`config.mk`:
```
export PLATFORM = sky130hd
export DESIGN_NAME = dac_controller
export DESIGN_NICKNAME = d
export VERILOG_FILES = /design/src/rtl/dac_pkg.sv /design/src/rtl/dac_chan_arbiter.sv /design/src/rtl/dac_controller.sv
export SDC_FILE = /design/constraint.sdc
export NUM_CORES = 1
export LEC_CHECK = 0
export BUFFER_PORTS_ARGS = -buffer_cell sky130_fd_sc_hd__buf_4
export CAP_MARGIN = 20
export CORE_UTILIZATION = 64
export DETAILED_ROUTE_END_ITERATION = 7
export GPL_TIMING_DRIVEN = 0
export PLACE_DENSITY = 0.82
export SYNTH_ARGS = -nofsm -noshare
export SYNTH_HDL_FRONTEND = slang
export SYNTH_SLANG_ARGS = --single-unit
```
`constraint.sdc`:
```
create_clock -name clk_in -period 6.6 [get_ports clk_in]
set_input_delay 0 -clock clk_in [delete_from_list [all_inputs] [get_ports clk_in]]
set_output_delay 0 -clock clk_in [all_outputs]
set_load 0.02 [all_outputs]
```
`src/rtl/dac_pkg.sv`:
```
// dac_pkg: shared FSM encoding, frame constants and frame builder
// for the DAC8568-class serial write controller.
package dac_pkg;

  typedef enum logic [2:0] {
    ST_INIT,
    ST_IDLE,
    ST_LOAD,
    ST_SHIFT,
    ST_GAP
  } state_t;

  localparam int          FRAME_LEN  = 32;
  localparam logic [3:0]  CMD_WR_UPD = 4'b0011;
  localparam logic [31:0] REF_FRAME  = 32'h0800_0001;

  function automatic logic [31:0] mk_frame(
    input logic [3:0]  addr,
    input logic [15:0] code
  );
    return {4'b0000, CMD_WR_UPD, addr, code, 4'b0000};
  endfunction

endpackage

```
`src/rtl/dac_chan_arbiter.sv`:
```
// dac_chan_arbiter: round-robin first-pending search (combinational).
// Ports: i_pending, i_ptr in; o_sel (channel), o_any (any pending) out.
module dac_chan_arbiter #(
  parameter int N_CHAN = 8
) (
  input  logic [N_CHAN-1:0] i_pending,
  input  logic [3:0]        i_ptr,
  output logic [3:0]        o_sel,
  output logic              o_any
);

  logic [2*N_CHAN-1:0] w_dbl;
  logic [N_CHAN-1:0]   w_rot;
  logic [3:0]          w_off;
  logic [4:0]          w_sum;

  // rotate so the pointer channel sits at bit 0
  assign w_dbl = {i_pending, i_pending} >> i_ptr;
  assign w_rot = w_dbl[N_CHAN-1:0];

  // descending scan: lowest offset wins
  always_comb begin
    w_off = '0;
    for (int j = N_CHAN - 1; j >= 0; j--) begin
      if (w_rot[j]) w_off = 4'(j);
    end
  end

  assign w_sum = {1'b0, i_ptr} + {1'b0, w_off};
  assign o_sel = (w_sum >= 5'(N_CHAN)) ?
                 4'(w_sum - 5'(N_CHAN)) : w_sum[3:0];
  assign o_any = |i_pending;

endmodule

```
`src/rtl/dac_controller.sv`:
```
// dac_controller: buffers per-channel PID words, shifts 32-bit frames
// to the DAC. Ports: clk_in, n_reset_in, data_in, data_valid_in in;
// sync_n_out, sclk_out, din_out, busy_out, wr_done_out, wr_chan_out out.
module dac_controller
  import dac_pkg::*;
#(
  parameter int W_DATA  = 16,
  parameter int N_CHAN  = 8,
  parameter int MIN_GAP = 2,
  parameter int REF_EN  = 1
) (
  input  logic              clk_in,
  input  logic              n_reset_in,
  input  logic [W_DATA-1:0] data_in,
  input  logic [N_CHAN-1:0] data_valid_in,
  output logic              sync_n_out,
  output logic              sclk_out,
  output logic              din_out,
  output logic              busy_out,
  output logic              wr_done_out,
  output logic [3:0]        wr_chan_out
);

  state_t              r_state;
  logic [31:0]         r_shift;
  logic [7:0]          r_cnt;
  logic [N_CHAN-1:0]   r_pend;
  logic [W_DATA-1:0]   r_hold [N_CHAN];
  logic [3:0]          r_ptr;
  logic [3:0]          r_sel;
  logic                r_is_ref;
  logic                r_sync_n;
  logic                r_din;
  logic                r_done;
  logic [3:0]          r_wr_chan;

  logic [3:0]          w_sel;
  logic                w_any;
  logic [3:0]          w_nxt;
  logic [W_DATA-1:0]   w_word;
  logic [W_DATA-1:0]   w_ofs;
  logic [15:0]         w_code;
  logic [31:0]         w_frame;
  logic [N_CHAN-1:0]   w_clr;

  dac_chan_arbiter #(.N_CHAN(N_CHAN)) u_arb (
    .i_pending (r_pend),
    .i_ptr     (r_ptr),
    .o_sel     (w_sel),
    .o_any     (w_any)
  );

  // two's complement -> offset binary
  assign w_ofs = {~data_in[W_DATA-1], data_in[W_DATA-2:0]};

  always_comb begin
    w_word = '0;
    for (int i = 0; i < N_CHAN; i++) begin
      if (w_sel == 4'(i)) w_word = r_hold[i];
    end
  end

  // left-justify narrower words, zero fill below
  assign w_code  = 16'(w_word) << (16 - W_DATA);
  assign w_frame = mk_frame(w_sel, w_code);
  assign w_nxt   = (w_sel == 4'(N_CHAN - 1)) ? 4'd0 : w_sel + 4'd1;
  assign w_clr   = (r_state == ST_LOAD) ?
                   (N_CHAN'(1) << w_sel) : '0;

  always_ff @(posedge clk_in or negedge n_reset_in) begin
    if (!n_reset_in) begin
      r_state   <= (REF_EN != 0) ? ST_INIT : ST_IDLE;
      r_shift   <= '0;
      r_cnt     <= '0;
      r_pend    <= '0;
      r_ptr     <= '0;
      r_sel     <= '0;
      r_is_ref  <= 1'b0;
      r_sync_n  <= 1'b1;
      r_din     <= 1'b0;
      r_done    <= 1'b0;
      r_wr_chan <= '0;
      for (int i = 0; i < N_CHAN; i++) r_hold[i] <= '0;
    end else begin
      r_done <= 1'b0;
      for (int i = 0; i < N_CHAN; i++) begin
        if (data_valid_in[i]) r_hold[i] <= w_ofs;
      end
      // a write in the LOAD cycle re-arms the channel
      r_pend <= (r_pend & ~w_clr) | data_valid_in;
      unique case (r_state)
        ST_INIT: begin
          r_shift  <= REF_FRAME;
          r_din    <= REF_FRAME[31];
          r_sync_n <= 1'b0;
          r_is_ref <= 1'b1;
          r_cnt    <= '0;
          r_state  <= ST_SHIFT;
        end
        ST_IDLE: begin
          if (w_any) r_state <= ST_LOAD;
        end
        ST_LOAD: begin
          r_shift  <= w_frame;
          r_din    <= w_frame[31];
          r_sync_n <= 1'b0;
          r_is_ref <= 1'b0;
          r_sel    <= w_sel;
          r_ptr    <= w_nxt;
          r_cnt    <= '0;
          r_state  <= ST_SHIFT;
        end
        ST_SHIFT: begin
          if (r_cnt == 8'(FRAME_LEN - 1)) begin
            r_sync_n <= 1'b1;
            r_din    <= 1'b0;
            r_cnt    <= '0;
            r_state  <= ST_GAP;
            if (!r_is_ref) begin
              r_done    <= 1'b1;
              r_wr_chan <= r_sel;
            end
          end else begin
            r_shift <= r_shift << 1;
            r_din   <= r_shift[30];
            r_cnt   <= r_cnt + 8'd1;
          end
        end
        ST_GAP: begin
          // fold the idle decision into the last gap cycle
          if (r_cnt == 8'(MIN_GAP - 1)) begin
            r_cnt   <= '0;
            r_state <= w_any ? ST_LOAD : ST_IDLE;
          end else begin
            r_cnt <= r_cnt + 8'd1;
          end
        end
        default: r_state <= ST_IDLE;
      endcase
    end
  end

  // generic equivalent of the DDR forward (D0=1, D1=0, set=sync_n)
  assign sclk_out    = r_sync_n | clk_in;
  assign sync_n_out  = r_sync_n;
  assign din_out     = r_din;
  assign wr_done_out = r_done;
  assign wr_chan_out = r_wr_chan;
  assign busy_out    = (r_state != ST_IDLE) || (|r_pend);

endmodule
```
==> metrics.csv, run 1 <==
stage,metric,value,unit
synthesis,syn nets,925,
critical_path,CP cell instances,"clkbuf_1, clkbuf_1, o211ai_1, a31oi_1, a21bo_2, a31oi_1, ha_1, fa_1, inv_1, ha_1, buf_2, buf_2, nand3b_1, a221o_1, a221o_1, a21oi_1, a221o_1",
synthesis,Netlist cell types,67,
layout,"most common cell after layout, fill and taps aside",dfrtp_1,
floorplan,DIE AREA,0.01575,mm^2
sta,Finish-stage setup viols,0,
layout,post-layout util,76.05,%
power_and_ir_drop,Pwr Total,2729,uW
critical_path,crit-path most repeated cell,a221o_1,
power_and_ir_drop,Static Leakage,0.004706,uW
clock_network,"CTS clk-pin slew, worst paths",0.07,ns
synthesis,sequential share of the synthesized area,49.74,%
global_routing,total grt overflow,0,
layout,Inserted Diodes,0,
place,dpl cells,1098,
floorplan,IO Pins,35,
detailed_routing,Iter 0 DRT Violations,688,
critical_path,CP peak stage delay,0.55,ns
sta,Final TNS setup,0,ns
synthesis,synthesized area,0.009762,mm^2
detailed_routing,antenna-violating nets left,0,
detailed_routing,WL final,23870,um
floorplan,Die Y,125.5,um
global_routing,GRT Util Overall,32.93,%
place,HPWL Detailed,16130,um
sta,RSZ-0062 raised after global routing,false,
synthesis,main flop type after synthesis,dfrtp_1,
global_routing,first-pass GRT wire length,39910,um
synthesis,Yosys warnings,0,
floorplan,Std-Cell Rows,44,
sta,Final min period,5.091,ns
sta,final hold slack,0.01200,ns
floorplan,Placeable Area,0.01470,mm^2
clock_network,CTS tree,built,
critical_path,CP Class,reg2reg,
critical_path,Critical Path Slowest Stage Cell,fa_1,
global_routing,pin count of the biggest net entering global routing,127,
sta,Max Freq,0.1964,GHz
clock_network,clock latency on the worst-skew pair,0.56,ns
sta,final slew viol count,0,
layout,post-route insts no fill,1160,
detailed_routing,DRC,3,
critical_path,critical path data required time,7.10,ns
detailed_routing,Routed wire per std cell,20.58,um
global_routing,initial antenna violation count,0,
detailed_routing,DRT Pass-1 Iters,7,
status,failing checks,DRC,
global_routing,number of global-route vias before repair,7661,
power_and_ir_drop,worst vdd ir,0.2205,mV
sta,worst slew pin tran,0.6502,ns
synthesis,cell count after synthesis,887,
job,MaxCap Viol Count,0,
critical_path,Critical Path Start Type,flop,
detailed_routing,DR vias/cell,6.531,
worst_hold_path,worst hold path class,in2reg,
sta,Tcrit/Tclk final,77.13,%
detailed_routing,routed vias,7576,
layout,P&R area growth vs syn,14.51,%
place,I/O Buffers,26,
layout,fin nets,1001,
place,final RePlAce weighted congestion,0.8561,
floorplan,Starting Density,66.41,%
sta,final hold viol count,0,
synthesis,Synth Area per Inst,11.01,um^2
layout,share of cells above drive strength 1,22.75,%
synthesis,"FFs w/ async S/R, synth",100.0,%
status,status,"finished, violations left",
critical_path,crit-path max FO,10,
clock_network,Post-CTS Setup Repair Bufs,0,
synthesis,Seq cells post-synth,194,
critical_path,Critical Path Sink Type,flop,
synthesis,"EDFF count, synth",0,
layout,most frequent cells in the layout,"193 x dfrtp_1, 112 x mux2_2, 82 x a21oi_1",
sta,headroom to the max-slew limit,56.42,%
floorplan,Die X,125.5,um
sta,Layout Skew,0.01023,ns
power_and_ir_drop,Power per Cell Area,244.1,mW/mm^2
critical_path,Worst Path Arrival,5.59,ns
==> cell usage after synthesis, drive strengths merged (3+ instances only) <==
cell type,instances,area share (%)
ha,11,1.4
o41ai,15,1.3
o211ai,4,0.36
a21o,14,1.1
nor3b,5,0.38
a31oi,3,0.19
inv,26,1.0
nand2,76,2.9
dfrtp,193,49
nor2b,18,1.2
or2,3,0.19
nand2b,4,0.26
o21ai,63,3.2
a22o,5,0.45
buf,36,2.0
or3,3,0.24
mux2,112,13
nor2,22,0.85
a221oi,16,1.4
a221o,44,4.5
nand3b,17,1.3
and3,7,0.45
mux4,6,1.5
and2,4,0.26
nand3,11,0.56
nand4,3,0.19
a22oi,4,0.31
nor3,3,0.26
clkbuf,37,1.4
a21oi,82,4.2
mux2i,7,0.85
==> where the power goes <==
part           leakage [uW]  switching, uW  internal [uW]  total, uW
logic               0.00202            106            113        219
clock network      0.000352            502            687       1190
registers           0.00234           45.5           1280       1320
==> layout make-up <==
| type | count | area, um^2 |
|---|---|---|
| Buffer | 73 | 334.1 |
| Clock buffer | 24 | 549.3 |
| Clock inverter | 12 | 143.9 |
| Fill cell | 952 | 3521 |
| Inverter | 26 | 97.59 |
| Multi-Input combinational cell | 594 | 4474 |
| Sequential cell | 194 | 4856 |
| Tap cell | 184 | 230.2 |
| Timing Repair Buffer | 53 | 493.0 |
==> state kept, by name, indices dropped and copies added (netlist names) <==
signal and flops:
r_shift 31, wr_done_out 1, sync_n_out 1, r_ptr 4
r_is_ref 1, din_out 1, r_sel 4, r_cnt 8
wr_chan_out 4, r_hold 128, r_state 3, r_pend 8
==> per-layer routing <==
metal / wire length, um / up-vias / GRT usage (%) / share of wire, %
li1: - / 3449 / - / -
met1: 10060 / 3774 / 42.86 / 42
met2: 11660 / 314 / 53.50 / 49
met3: 1758 / 39 / 8.943 / 7.4
met4: 391 / 0 / 11.19 / 1.6
met5: 0 / - / 0 / 0
==> through the flow <==
stage          worst slack [ns]  area (um^2)
2_1_floorplan             2.596         9762
3_3_place_gp              1.679        10190
3_5_place_dp              1.671        10220
4_1_cts                   1.601        11180
5_1_grt                   1.189        11180
6_report                  1.509        11180
==> cell families after synthesis <==
kind of cell / share of synthesized area, %
compound gates: 19.10
flops: 49.74
mux: 15.23
simple gates: 9.613
fa+ha+maj: 1.718
xor+xnor: 0.1795
buf+inv: 4.422
==> final timing paths <==
check	cells after the start	startpoint	slack [ns]	endpoint
max in group asynchronous	4	n_reset_in	5.00	r_cnt[6]$_DFFE_PN0P_
hold / removal	2	data_valid_in[6]	0.01	r_hold[22]$_DFFE_PN0P_
setup / recovery	17	r_ptr[3]$_DFFE_PN0P_	1.51	r_shift[13]$_DFFE_PN0P_
min in group asynchronous	3	n_reset_in	0.50	wr_chan_out[1]$_DFFE_PN0P_
setup reg to reg	17	r_ptr[3]$_DFFE_PN0P_	1.51	r_shift[13]$_DFFE_PN0P_
hold reg to reg	2	r_shift[30]$_DFFE_PN0P_	0.48	din_out$_DFFE_PN0P_
==> critical path: cells and delay by family (launching register included) <==
kind / cells / cell delay (ns)
flops: 1 / 0.43
simple gates: 1 / 0.16
fa+ha+maj: 3 / 1.08
compound gates: 8 / 1.70
buf+inv: 5 / 1.65
==> timing repair <==
action,CTS,global route
endpoints found under the hold margin,322,0
gates resized for setup,0,0
hold buffers,27,0
Note: power is estimated with default switching activity, not from simulation.
==> inputs of run 2 (changes only) <==
--- a/config.mk
+++ b/config.mk
@@ -7,10 +7,10 @@
 export LEC_CHECK = 0
 export BUFFER_PORTS_ARGS = -buffer_cell sky130_fd_sc_hd__buf_4
 export CAP_MARGIN = 20
-export CORE_UTILIZATION = 64
+export CORE_UTILIZATION = 56
 export DETAILED_ROUTE_END_ITERATION = 7
 export GPL_TIMING_DRIVEN = 0
-export PLACE_DENSITY = 0.82
+export PLACE_DENSITY = 0.76
 export SYNTH_ARGS = -nofsm -noshare
 export SYNTH_HDL_FRONTEND = slang
 export SYNTH_SLANG_ARGS = --single-unit
==> constraint.sdc (replaced) <==
create_clock -name clk_in -period 4.45 [get_ports clk_in]
set_input_delay 0 -clock clk_in [delete_from_list [all_inputs] [get_ports clk_in]]
set_output_delay 0 -clock clk_in [all_outputs]
set_load 0.02 [all_outputs]
==> run 2 against run 1 <==
The flow now finishes without violations. Sequential power grew 48%. Sequential share of layout area shrank 0.96 points. Count of clock-buffer cells in the layout shrank 1. Critical path depth shrank 1. Wire length grew 1.7%. Clock power grew 45%. Clock skew shrank 0.00097 ns. Combinational power grew 47%. Critical path type unchanged.
==> metrics.csv, run 2 (synthesis results as in run 1) <==
stage,metric,value,unit
critical_path,Worst Path Arrival,4.88,ns
worst_hold_path,worst hold path class,in2reg,
sta,worst slew pin tran,0.8723,ns
global_routing,GRT Util Overall,28.64,%
clock_network,CTS tree,built,
sta,RSZ-0062 raised after global routing,true,
critical_path,Critical Path Slowest Stage Cell,fa_2,
critical_path,crit-path most repeated cell,a221o_1,
sta,final slew viol count,0,
status,status,"finished, final reports clean",
layout,fin nets,1000,
sta,final hold viol count,0,
layout,Inserted Diodes,0,
global_routing,met1 usage,38.72,%
layout,multi-input logic area,0.004668,mm^2
sta,Final min period,4.390,ns
power_and_ir_drop,Static Leakage,0.004724,uW
layout,"most common cell after layout, fill and taps aside",dfrtp_1,
global_routing,pin count of the biggest net entering global routing,113,
floorplan,Die X,134.0,um
floorplan,Die Y,134.0,um
floorplan,Placeable Area,0.01682,mm^2
critical_path,critical path data required time,4.94,ns
critical_path,CP cell instances,"buf_6, mux4_2, or2_1, a31oi_4, a21bo_2, a31oi_4, ha_4, fa_2, inv_4, ha_4, buf_6, nand3b_1, a221o_1, a221o_1, a21oi_2, a221o_1",
power_and_ir_drop,Power per Cell Area,349.7,mW/mm^2
detailed_routing,DR vias/cell,6.284,
detailed_routing,Iter 0 DRT Violations,625,
place,pre-CTS WS,-0.5068,ns
global_routing,total grt overflow,0,
floorplan,DIE AREA,0.01796,mm^2
sta,Tcrit/Tclk final,98.65,%
detailed_routing,WL final,24280,um
sta,Max Freq,0.2278,GHz
sta,Layout Skew,0.009255,ns
critical_path,CP Class,reg2reg,
clock_network,clock latency on the worst-skew pair,0.55,ns
global_routing,"Most Used Layer, Global Route",met2,
detailed_routing,DRT Pass-1 Iters,7,
critical_path,worst path bufs/invs,3,
critical_path,Critical Path Sink Type,flop,
layout,most frequent cells in the layout,"193 x dfrtp_1, 112 x mux2_2, 76 x nand2_1, 76 x a21oi_1, 57 x o21ai_0",
floorplan,Std-Cell Rows,47,
global_routing,first-pass GRT wire length,39810,um
layout,Fill cells,1265,
layout,P&R area growth vs syn,17.10,%
job,MaxCap Viol Count,0,
detailed_routing,DRC,0,
global_routing,met3 track demand over resource,6.803,%
power_and_ir_drop,worst vdd ir,0.3351,mV
place,HPWL Detailed,16550,um
floorplan,IO Pins,35,
layout,share of cells above drive strength 1,27.08,%
layout,post-layout util,67.97,%
critical_path,"CP delay by family, top",compound AO/OA/AOI/OAI gates,
sta,fin worst setup slack,0.05986,ns
sta,headroom to the max-slew limit,41.85,%
global_routing,number of global-route vias before repair,7596,
sta,Final TNS setup,0,ns
place,final RePlAce weighted congestion,0.8957,
layout,Top reg by flops,r_hold,
critical_path,flop2flop setup slack,0.06,ns
critical_path,crit-path max FO,10,
detailed_routing,Routed wire per std cell,20.32,um
global_routing,initial antenna violation count,0,
detailed_routing,antenna-violating nets left,0,
place,dpl cells,1134,
floorplan,Starting Density,58.04,%
clock_network,"CTS clk-pin slew, worst paths",0.07,ns
layout,max FFs per register,128,
layout,post-route insts no fill,1195,
sta,Finish-stage setup viols,0,
critical_path,CP peak stage delay,0.71,ns
global_routing,met2 GRT Util,46.26,%
layout,Regs by FF count,"r_hold: 128 flops, r_shift: 31 flops",
layout,Sequential cell area,0.004856,mm^2
place,I/O Buffers,26,
detailed_routing,routed vias,7509,
critical_path,Critical Path Start Type,flop,
-- run 2: layer usage --
layer / vias up / part of all wire, %
met5: - / 0
met4: 0 / 1.0
met3: 25 / 6.1
met2: 242 / 49
met1: 3807 / 44
li1: 3435 / -
-- run 2: what timing repair did --
item	CTS	global route
endpoints found under the hold margin	239	0
setup buffers	1	6
pin swaps	1	13
gates resized for setup	30	43
hold buffers	21	0
setup endpoints to repair	20	18
-- run 2: cell type report --
cell class | instances | area share (%)
buffer | 71 | 3.338
clock buffer | 23 | 4.510
clock inverter | 13 | 1.303
inverter | 26 | 0.8757
multi-input combinational | 594 | 40.84
sequential | 194 | 42.48
tap | 220 | 2.408
timing repair buffer | 54 | 4.247
-- run 2: stage by stage --
step                      hold slack, ns  area [um^2]  total power (uW)
final                           0.003676        11430              3998
after detailed placement          0.1304        10270              2329
after floorplan                  -0.2956         9762              2186
after global routing             0.01929        11430              4132
after global placement            0.2002        10230              2308
after CTS                       0.002433        11220              4007
-- run 2: final timing paths --
kind,start,to,cells past startpoint
max,r_ptr[0]$_DFFE_PN0P_,r_shift[18]$_DFFE_PN0P_,16
min,data_valid_in[1],r_hold[99]$_DFFE_PN0P_,2
max reg2reg,r_ptr[0]$_DFFE_PN0P_,r_shift[18]$_DFFE_PN0P_,16
min reg2reg,r_sel[0]$_DFFE_PN0P_,r_sel[0]$_DFFE_PN0P_,2
max in group asynchronous,n_reset_in,r_hold[127]$_DFFE_PN0P_,3
min in group asynchronous,n_reset_in,wr_chan_out[2]$_DFFE_PN0P_,2
-- run 2: report_power, final --
| group | switching, uW | total, uW | internal (uW) |
|---|---|---|---|
| registers | 67.0 | 1960 | 1890 |
| logic | 157 | 323 | 166 |
| clock network | 747 | 1720 | 970 |
